[config.mk]
export PLATFORM = sky130hd
export DESIGN_NAME = vscale_htif_pcr_host
export DESIGN_NICKNAME = d
export VERILOG_FILES = /design/src/rtl/vscale_htif_pcr_host_pkg.sv /design/src/rtl/vscale_sync_fifo.sv /design/src/rtl/vscale_htif_pcr_host.sv
export SDC_FILE = /design/constraint.sdc
export NUM_CORES = 1
export LEC_CHECK = 0
export ABC_AREA = 1
export CAP_MARGIN = 5
export CORE_AREA = 2 2 179 181
export CTS_BUF_LIST = sky130_fd_sc_hd__clkbuf_8
export CTS_CLUSTER_SIZE = 14
export DETAILED_ROUTE_END_ITERATION = 12
export DIE_AREA = 0 0 181 183
export MAX_ROUTING_LAYER = met4
export PLACE_DENSITY = 0.92
export REMOVE_ABC_BUFFERS = 1
export SYNTH_ARGS = -nofsm -noshare
export SYNTH_HDL_FRONTEND = slang
export SYNTH_HIERARCHICAL = 1
export SYNTH_SLANG_ARGS = --single-unit
export TNS_END_PERCENT = 20
[constraint.sdc]
create_clock -name clk -period 12.7 [get_ports clk]
set_clock_uncertainty 0.05 [all_clocks]
set_input_delay 1.27 -clock clk [delete_from_list [all_inputs] [get_ports clk]]
set_output_delay 1.27 -clock clk [all_outputs]
set_load 0.02 [all_outputs]
[src/rtl/vscale_htif_pcr_host_pkg.sv]
// vscale_htif_pcr_host_pkg: shared HTIF PCR widths, FSM state encodings and command layout
package vscale_htif_pcr_host_pkg;
    localparam int HTIF_PCR_WIDTH = 64;
    localparam int CSR_ADDR_WIDTH = 12;
    localparam logic [1:0] ST_IDLE = 2'd0;
    localparam logic [1:0] ST_REQ  = 2'd1;
    localparam logic [1:0] ST_WAIT = 2'd2;
    localparam logic [1:0] ST_RSP  = 2'd3;
    typedef struct packed {
        logic                      rw;
        logic [CSR_ADDR_WIDTH-1:0] addr;
        logic [HTIF_PCR_WIDTH-1:0] data;
    } pcr_cmd_t;
endpackage

[src/rtl/vscale_sync_fifo.sv]
// vscale_sync_fifo: synchronous power-of-two FIFO; push when full and pop when empty are ignored
module vscale_sync_fifo #(
    parameter int WIDTH = 8,
    parameter int DEPTH = 4
) (
    input  logic             clk,
    input  logic             reset,
    input  logic             push,
    input  logic             pop,
    input  logic [WIDTH-1:0] wdata,
    output logic [WIDTH-1:0] rdata,
    output logic             full,
    output logic             empty
);
    localparam int AW = $clog2(DEPTH);
    logic [WIDTH-1:0] mem_q [DEPTH];
    logic [AW:0] wr_q, rd_q;
    logic do_push, do_pop;

    if (DEPTH < 2 || (DEPTH & (DEPTH - 1)) != 0) begin : g_bad_depth
        $error("vscale_sync_fifo: DEPTH must be a power of two >= 2");
    end

    assign do_push = push && !full;
    assign do_pop  = pop && !empty;
    assign empty   = wr_q == rd_q;
    assign full    = (wr_q[AW] != rd_q[AW]) && (wr_q[AW-1:0] == rd_q[AW-1:0]);
    assign rdata   = mem_q[rd_q[AW-1:0]];

    // Advance read/write pointers; the extra MSB distinguishes full from empty.
    always_ff @(posedge clk) begin
        if (reset) begin
            wr_q <= '0;
            rd_q <= '0;
        end else begin
            if (do_push) wr_q <= wr_q + 1'b1;
            if (do_pop) rd_q <= rd_q + 1'b1;
        end
    end

    // Storage is not reset; only entries between the pointers are ever read.
    always_ff @(posedge clk) begin
        if (do_push) mem_q[wr_q[AW-1:0]] <= wdata;
    end
endmodule

[src/rtl/vscale_htif_pcr_host.sv]
// vscale_htif_pcr_host: buffers host CSR commands and runs them one at a time over the HTIF PCR port
// Optional response timeout enabled by defining HTIF_PCR_TIMEOUT_EN.
module vscale_htif_pcr_host
    import vscale_htif_pcr_host_pkg::*;
#(
    parameter int FIFO_DEPTH     = 4,
    parameter int TIMEOUT_CYCLES = 255
) (
    input  logic                      clk,
    input  logic                      reset,
    input  logic                      cmd_valid,
    output logic                      cmd_ready,
    input  logic                      cmd_rw,
    input  logic [CSR_ADDR_WIDTH-1:0] cmd_addr,
    input  logic [HTIF_PCR_WIDTH-1:0] cmd_data,
    output logic                      htif_pcr_req_valid,
    input  logic                      htif_pcr_req_ready,
    output logic                      htif_pcr_req_rw,
    output logic [CSR_ADDR_WIDTH-1:0] htif_pcr_req_addr,
    output logic [HTIF_PCR_WIDTH-1:0] htif_pcr_req_data,
    input  logic                      htif_pcr_resp_valid,
    output logic                      htif_pcr_resp_ready,
    input  logic [HTIF_PCR_WIDTH-1:0] htif_pcr_resp_data,
    output logic                      rsp_valid,
    input  logic                      rsp_ready,
    output logic [HTIF_PCR_WIDTH-1:0] rsp_data,
    output logic                      rsp_err,
    output logic                      busy
);
    pcr_cmd_t cmd_in, head, req_q, req_d;
    logic [1:0] state_q, state_d;
    logic [HTIF_PCR_WIDTH-1:0] data_q, data_d;
    logic err_q, err_d, ready_q, full, empty, pop, timeout;

    if (TIMEOUT_CYCLES < 1 || TIMEOUT_CYCLES > 65535) begin : g_bad_timeout
        $error("vscale_htif_pcr_host: TIMEOUT_CYCLES must be 1..65535");
    end

    assign cmd_in = {cmd_rw, cmd_addr, cmd_data};

    vscale_sync_fifo #(
        .WIDTH($bits(pcr_cmd_t)),
        .DEPTH(FIFO_DEPTH)
    ) u_fifo (
        .clk   (clk),
        .reset (reset),
        .push  (cmd_valid && cmd_ready),
        .pop   (pop),
        .wdata (cmd_in),
        .rdata (head),
        .full  (full),
        .empty (empty)
    );

`ifdef HTIF_PCR_TIMEOUT_EN
    logic [15:0] cnt_q;
    assign timeout = cnt_q == 16'(TIMEOUT_CYCLES - 1);
    // Count WAIT cycles; the counter rests at zero elsewhere so it starts clean on WAIT entry.
    always_ff @(posedge clk) begin
        if (reset) cnt_q <= '0;
        else cnt_q <= (state_q == ST_WAIT) ? cnt_q + 16'd1 : '0;
    end
`else
    assign timeout = 1'b0;
`endif

    // Sequence IDLE -> REQ -> WAIT -> RSP; a core response in the final WAIT cycle beats the timeout.
    always_comb begin
        state_d = state_q;
        req_d   = req_q;
        data_d  = data_q;
        err_d   = err_q;
        pop     = 1'b0;
        case (state_q)
            ST_IDLE: if (!empty) begin
                pop     = 1'b1;
                req_d   = head;
                state_d = ST_REQ;
            end
            ST_REQ: if (htif_pcr_req_ready) state_d = ST_WAIT;
            ST_WAIT: if (htif_pcr_resp_valid) begin
                data_d  = htif_pcr_resp_data;
                err_d   = 1'b0;
                state_d = ST_RSP;
            end else if (timeout) begin
                data_d  = '0;
                err_d   = 1'b1;
                state_d = ST_RSP;
            end
            default: if (rsp_ready) state_d = ST_IDLE;
        endcase
    end

    // Hold state, the in-flight request and the result; ready_q keeps cmd_ready low for a cycle after reset.
    always_ff @(posedge clk) begin
        if (reset) begin
            state_q <= ST_IDLE;
            req_q   <= '0;
            data_q  <= '0;
            err_q   <= 1'b0;
            ready_q <= 1'b0;
        end else begin
            state_q <= state_d;
            req_q   <= req_d;
            data_q  <= data_d;
            err_q   <= err_d;
            ready_q <= 1'b1;
        end
    end

    assign cmd_ready           = ready_q && !full;
    assign htif_pcr_req_valid  = state_q == ST_REQ;
    assign htif_pcr_req_rw     = req_q.rw;
    assign htif_pcr_req_addr   = req_q.addr;
    assign htif_pcr_req_data   = req_q.data;
    assign htif_pcr_resp_ready = state_q == ST_WAIT;
    assign rsp_valid           = state_q == ST_RSP;
    assign rsp_data            = data_q;
    assign rsp_err             = err_q;
    assign busy                = !empty || state_q != ST_IDLE;
endmodule

# Word level (Yosys, flattened, before mapping)
# Memory sizes are Yosys's and may differ from the RTL's. A register that Yosys moved wholly into a read port is not among the register bits.
# Index checks and enable logic that the tools add are counted.
# totals
output_inout_bits	147
mem_count	1
mem_bits_rw	308
regBits	73
elab_cells	42
input_bits	147
# mem_list
memory	words	word_bits	rd	rd_clocked_by_memory_dff	write_ports	line_no	source
u_fifo.mem_q	4	77	1	1	1	vscale_sync_fifo.sv:16	logic [WIDTH-1:0] mem_q [DEPTH];
# classes
n_bitwise	1
n_mux	10
add_sub_neg	2
eq_ne	9
n_reduce_logical	14
# ops
operator	n
$mux 2	4
$add 3x1->3 const B	2
$pmux 2 s3	1
$logic_and 1x1->1	5
$mux 1	5
$eq 2x2->1 const B	2
$ne 2x2->1 const B	2
$reduce_and 2->1	2
$reduce_and 4->1	1
$reduce_bool 4->1	1
$eq 3x3->1	1
$eq 2x1->1 const B	1
$eq 2x2->1	1
$logic_not 1->1	2
$logic_not 2->1	1
$ne 2x1->1 const B	1
$reduce_bool 2->1	1
$logic_or 1x1->1	1
$ne 1x1->1	1
$not 1->1	1

# Logic depth before layout (Yosys ltp)
# Gate-level depths: netlist of the first run.
# depth
word_depth	8
depth_mapped	13
depth_no_buf	12

# Cells and area by module
# The synthesis of the first run kept the hierarchy.
# by_module_without_submodules
mod	cells_per_inst	area_each_um2	instances
vscale_sync_fifo	818	11900.2	1
vscale_htif_pcr_host	653	5112.4	1

# Worst setup path before layout of the first run
# No wires, ideal clock.
# synth_path
path_kind	input port to flip-flop
start	in cmd_valid
end	mem u_fifo/mem_q[0][0] (netlist name), enable pin
t_required_ns	12.137
path_buffers	0
cell_stages	3
setup_slack_ns	7.058
arrival_time_ns	5.078
path_cell_list	nor3b_1 nand2_1 nor2_1
# synth_via
elab_chain_cells	4
# synth_lines
element	line_no	source
start: declaration	vscale_htif_pcr_host.sv:11	input logic cmd_valid,
$logic_and 1x1->1	vscale_htif_pcr_host.sv:47	.push (cmd_valid && cmd_ready),
$logic_and 1x1->1	vscale_sync_fifo.sv:24	assign do_push = push && !full;
$mux 1	vscale_sync_fifo.sv:43	if (do_push) mem_q[wr_q[AW-1:0]] <= wdata;
$mux 1 (not written as such)	vscale_sync_fifo.sv:43	
end: declaration	vscale_sync_fifo.sv:16	
# Every way passes these cells.

# Worst setup path after layout of the first run
# layout_path
start	in cmd_valid
end	mem u_fifo/mem_q[0][54] (netlist name), enable pin
# The elaborated chain is that of the path after synthesis.

==> results.toml, run 1 <==
[clock_network]
cts_resized = 0
clk_pin_slew_ns = 0.06
clk_latency_ns = 0.58
clkSinkCount = 460
cts.htree.levels = 3
cts_made_buffers = 72
cts_tree = "yes"
clock_path_buffers = 3
cts_root_buf = "clkbuf_8"
cts_hold_buf = 0
post_cts_buffers = 0

[route]
routed_via_density = 5.61
via_count = 12438
final_antenna_net_count = 0
dr.pass1.iters = 5
route.detailed.drc = 0
post_drt_wl_per_cell_um = 19.2
drt_iter0_markers = 916
wl_mm = 42.5

[global_route]
overflow = 0
grt_pass1_vias = 12548
antenna_found_initial = 3
grt_max_degree = 155
grt_first_pass_wirelength_mm = 66.0
grt_usage_pct = 26.1

[finish]
num-nets-final = 1912
multi_input_area_um2 = 4090
drive_gt1_share_pct = 7.34
final_cell_mix = "453 x nor2_1, 308 x edfxtp_1, 292 x clkdlybuf4s50_1"
mostFrequentLayoutCell = "nor2_1"
fin_util_pct = 68.8
syn_to_final_growth_pct = 26.3
regArea_um2 = 12300
nFillCells = 2126

[setup_path]
endpoint_kind = "flip-flop"
critPathKind = "in -> reg"
crit_fanout = 49
worst-r2r-cell-count = 9
critPathLaunchType = "input port"
critPathArrivalTime_ns = 4.22
cp.required_ns = 12.83
cp_slowest_cell = "nor2_4"
slowest_delay_ns = 0.80
crit_chain = "clkdlybuf4s50_1 > nor3b_1 > nand2_1 > nor2_4 > buf_4"

[floorplan]
start_util_pct = 54.5
die_area_um2 = 33100
dieWidth_um = 181
pin_count = 294
fp.dieH_um = 183
rows = 65
coreArea_um2 = 31200

[timing]
hold_violations = 0
tightest_slew_ns = 1.27
grt_setup_unrepaired = "no"
drv_slew = 0
period_needed_ns = 4.09
max_freq_ghz = 0.244
slew_headroom_pct = 15.0
finalSetupViolCount = 0
setup_slack_ns = 8.61
finalSetupTns_ns = 0
period_share_pct = 32.2

[place]
dp_hpwl_mm = 24.6
port_buffers = 292
dpl_worst_slack_ns = 8.01
routabilityCongestion = 0.807

[hold_path]
whs_path_depth = 2
hp-class = "reg -> reg"

[logic_synthesis]
synth_area_leaders = "edfxtp_1 54%, dfxtp_1 18%, nor2_1 10%"
syn_area_um2 = 17000
ys_seq_area_share_pct = 72.3
ys_types = 29
synth_top_cell_area_share_pct = 54.4
synth_warnings = 6
synth_cells = 1471
syn-mean-instance-area_um2 = 11.6
ys_ff_latch = 460
synth_area_leader_cell = "edfxtp_1"

[job]
cap_viol_max_count = 0

[run_status]
status = "finished clean"

[pwr]
power.density_nw_per_um2 = 203
irDropWorstVdd_mv = 0.150
leakage_nw = 7.74
==> synthesized netlist by cell type (all sizes together) <==
cell,number
nor2,457
edfxtp,308
o21ai,295
dfxtp,152
o22ai,77
clkbuf,54
buf,40
nand2,31
inv,28
ha,12
nand3,7
a21oi,5
nand3b,2
conb,1
nor3b,1
o21bai,1
==> report_power, final <==
part | switching [W] | internal, W | leakage [nW]
clock | 0.000563 | 0.000688 | 0.847
sequential | 0.0000953 | 0.00177 | 4.05
combinational | 0.000776 | 0.000477 | 2.85
==> area by class of cell <==
type	instances	share of cell area [%]
diodes	3	0.0349
clock buffers	87	5.57
clock inverters	45	1.36
inverters	28	0.536
multi-input cells	889	19.0
flip-flops and latches	460	57.2
well taps	402	2.34
repair buffers	302	13.9
==> per-stage QoR <==
stage                     hold WS, ns  total power, W  cell area [um^2]  cells
after floorplan                 0.463         0.00256             16500   1377
after global placement          0.413         0.00309             20000   2081
final                           0.432         0.00437             21500   2216
after CTS                       0.438         0.00440             21500   2213
after detailed placement        0.425         0.00314             20000   2081
after global routing            0.461         0.00459             21500   2216
==> critical path: cells and delay by family <==
kind | cells | cell delay, ns
AND/OR/NAND/NOR | 3 | 1.71
buffers and inverters | 2 | 1.20
==> flip-flops by register name, summed over array words and instances (netlist names), named ones only <==
| register | count |
|---|---|
| htif_pcr_req_rw | 1 |
| htif_pcr_req_addr | 12 |
| u_fifo/wr_q | 3 |
| u_fifo/mem_q | 308 |
| rsp_data | 64 |
| u_fifo/rd_q | 3 |
| ready_q | 1 |
| state_q | 2 |
| htif_pcr_req_data | 64 |
==> layer usage <==
layer	routed length (um)	part of all wire (%)	GRT usage, %	vias to the layer above
li1	-	-	-	5708
met2	21600	51	45.0	688
met5	0	0	-	-
met3	3950	9.3	6.10	97
met1	15800	37	29.7	5945
met4	1260	3.0	10.2	0
==> kinds of logic after synthesis <==
family / synth area share [%]
simple gates: 11.2
buf+inv: 3.88
compound gates: 11.7
other cells: 0.0220
flops: 72.3
fa+ha+maj: 0.883
==> worst paths after layout <==
check                                    from                       endpoint  slack, ns
setup / recovery                    cmd_valid  u_fifo/mem_q[0][54]$_DFFE_PP_       8.61
hold / removal      rsp_data[19]$_SDFFE_PP0P_      rsp_data[19]$_SDFFE_PP0P_       0.43
setup reg to reg  u_fifo/wr_q[1]$_SDFFE_PP0P_  u_fifo/mem_q[0][54]$_DFFE_PP_       8.86
hold reg to reg     rsp_data[19]$_SDFFE_PP0P_      rsp_data[19]$_SDFFE_PP0P_       0.43
Note: power is estimated with default switching activity, not from simulation.
==> run 2: changes to the inputs <==
clock period = 4.3 ns   (was 12.7 ns; I/O delays follow)
==> results.toml, run 2 (synthesis results as in run 1) <==
[job]
cap_viol_max_count = 0

[timing]
max_freq_ghz = 0.318
hold_slack_ns = 0.419
slew_headroom_pct = 26.0
finalSetupViolCount = 0
grt_setup_unrepaired = "no"
tightest_slew_ns = 1.11
drv_slew = 0
period_share_pct = 73.1
setup_slack_ns = 1.16
period_needed_ns = 3.14
hold_violations = 0

[clock_network]
clock_path_buffers = 3
cts_tree = "yes"
cts.htree.levels = 3
clk_pin_slew_ns = 0.06
post_cts_buffers = 0
cts_root_buf = "clkbuf_8"
clk_latency_ns = 0.60
cts_made_buffers = 70
cts_resized = 0
cts_hold_buf = 0
clkSinkCount = 460

[route]
via_count = 12401
wl_met2_mm = 21.5
route.detailed.drc = 0
post_drt_wl_per_cell_um = 19.3
dr.pass1.iters = 5
wl_mm = 42.7
dr.max_layer_used = "met4"
drt_iter0_markers = 1060
final_antenna_net_count = 0
wl_met3_mm = 3.87
met1_length_mm = 15.7
routed_via_density = 5.60

[floorplan]
start_util_pct = 54.5
die_area_um2 = 33100
fp.dieH_um = 183
rows = 65
coreArea_um2 = 31200
dieWidth_um = 181
pin_count = 294

[place]
dpl_worst_slack_ns = 1.16
routabilityCongestion = 0.781
port_buffers = 292
dp_hpwl_mm = 25.1

[setup_path]
critPathKind = "reg -> reg"
crit_fanout = 65
path_buf_inv = 3
cp.required_ns = 4.47
crit_chain = "inv_2 > nand2_1 > nand2_1 > nand3_2 > inv_1 > nor3b_1 > nand2_1 > nor2_4 > buf_12"
endpoint_kind = "flip-flop"
critPathArrivalTime_ns = 3.31
critPathLaunchType = "flip-flop"
path_common_cell = "nand2_1"
worst-r2r-cell-count = 9
cp_slowest_cell = "nor3b_1"
critPathTopFamily = "simple AND/OR/NAND/NOR gates"
slowest_delay_ns = 0.53
crit_cells = 9

[finish]
nFillCells = 2145
syn_to_final_growth_pct = 25.8
largest_register_ffs = 308
mostFrequentLayoutCell = "nor2_1"
final_cell_mix = "453 x nor2_1, 308 x edfxtp_1, 292 x clkdlybuf4s50_1"
regArea_um2 = 12300
num-nets-final = 1911
drive_gt1_share_pct = 6.85
multi_input_area_um2 = 4090

[global_route]
grt_pass1_vias = 12774
grt_first_pass_wirelength_mm = 65.5
antenna_found_initial = 2
overflow = 0
grt_max_degree = 155
grt_usage_pct = 25.9

[hold_path]
hp-class = "in -> reg"
whs_path_depth = 3

[pwr]
irDropWorstVdd_mv = 0.365
leakage_nw = 7.72
power.density_nw_per_um2 = 592

[run_status]
status = "finished clean"
-- run 2: cell count changes in the layout (fill, tap and decap cells not counted), sizes merged --
cell | previous run | this run
inv | 50 | 62
clkbuf | 87 | 77
clkinv | 18 | 15
bufinv | 3 | 1
buf | 10 | 11
diode | 3 | 2
-- run 2: final cells by class --
type | count | area share (%)
Antenna cell | 2 | 0.0234
Tap cell | 402 | 2.35
Clock buffer | 77 | 4.95
Multi-Input combinational cell | 889 | 19.1
Inverter | 28 | 0.538
Clock inverter | 52 | 1.35
Timing Repair Buffer | 303 | 14.3
Sequential cell | 460 | 57.4
-- run 2: metal layers --
metal / global-route usage [%] / vias to the layer above
met2: 44.4 / 635
li1: - / 5713
met4: 12.4 / 0
met3: 6.06 / 115
met5: - / -
met1: 28.8 / 5938
-- run 2: worst reg2reg max path: stages (launching register included) --
cell and delay [ns]:
dfxtp_1 0.46, inv_2 0.09, nand2_1 0.08, nand2_1 0.09, nand3_2 0.15, inv_1 0.07, nor3b_1 0.53, nand2_1 0.34
nor2_4 0.45, buf_12 0.41
-- run 2: through the flow --
stage	total power, W	util, %	cells	area (um^2)	setup TNS (ns)
after floorplan	0.00757	-	1377	16500	-198.65
after global placement	0.00914	64.2	2082	20100	0
after detailed placement	0.00927	64.2	2082	20100	0
after CTS	0.0127	68.5	2211	21400	0
after global routing	0.0133	68.6	2213	21400	0
final	0.0127	68.6	2213	21400	0
-- run 2: path summary, 6_finish.rpt --
check / startpoint / endpoint / slack [ns]
setup / recovery: u_fifo/wr_q[0]$_SDFFE_PP0P_ / u_fifo/mem_q[0][55]$_DFFE_PP_ / 1.16
hold / removal: htif_pcr_resp_data[56] / rsp_data[56]$_SDFFE_PP0P_ / 0.42
setup reg to reg: u_fifo/wr_q[0]$_SDFFE_PP0P_ / u_fifo/mem_q[0][55]$_DFFE_PP_ / 1.16
hold reg to reg: rsp_data[36]$_SDFFE_PP0P_ / rsp_data[36]$_SDFFE_PP0P_ / 0.43
-- run 2: power breakdown --
part           total [W]  leakage (nW)  internal [W]  switching [W]
Clock            0.00344         0.806       0.00174        0.00170
Combinational    0.00367          2.86       0.00141        0.00226
Sequential       0.00556          4.05       0.00524       0.000324
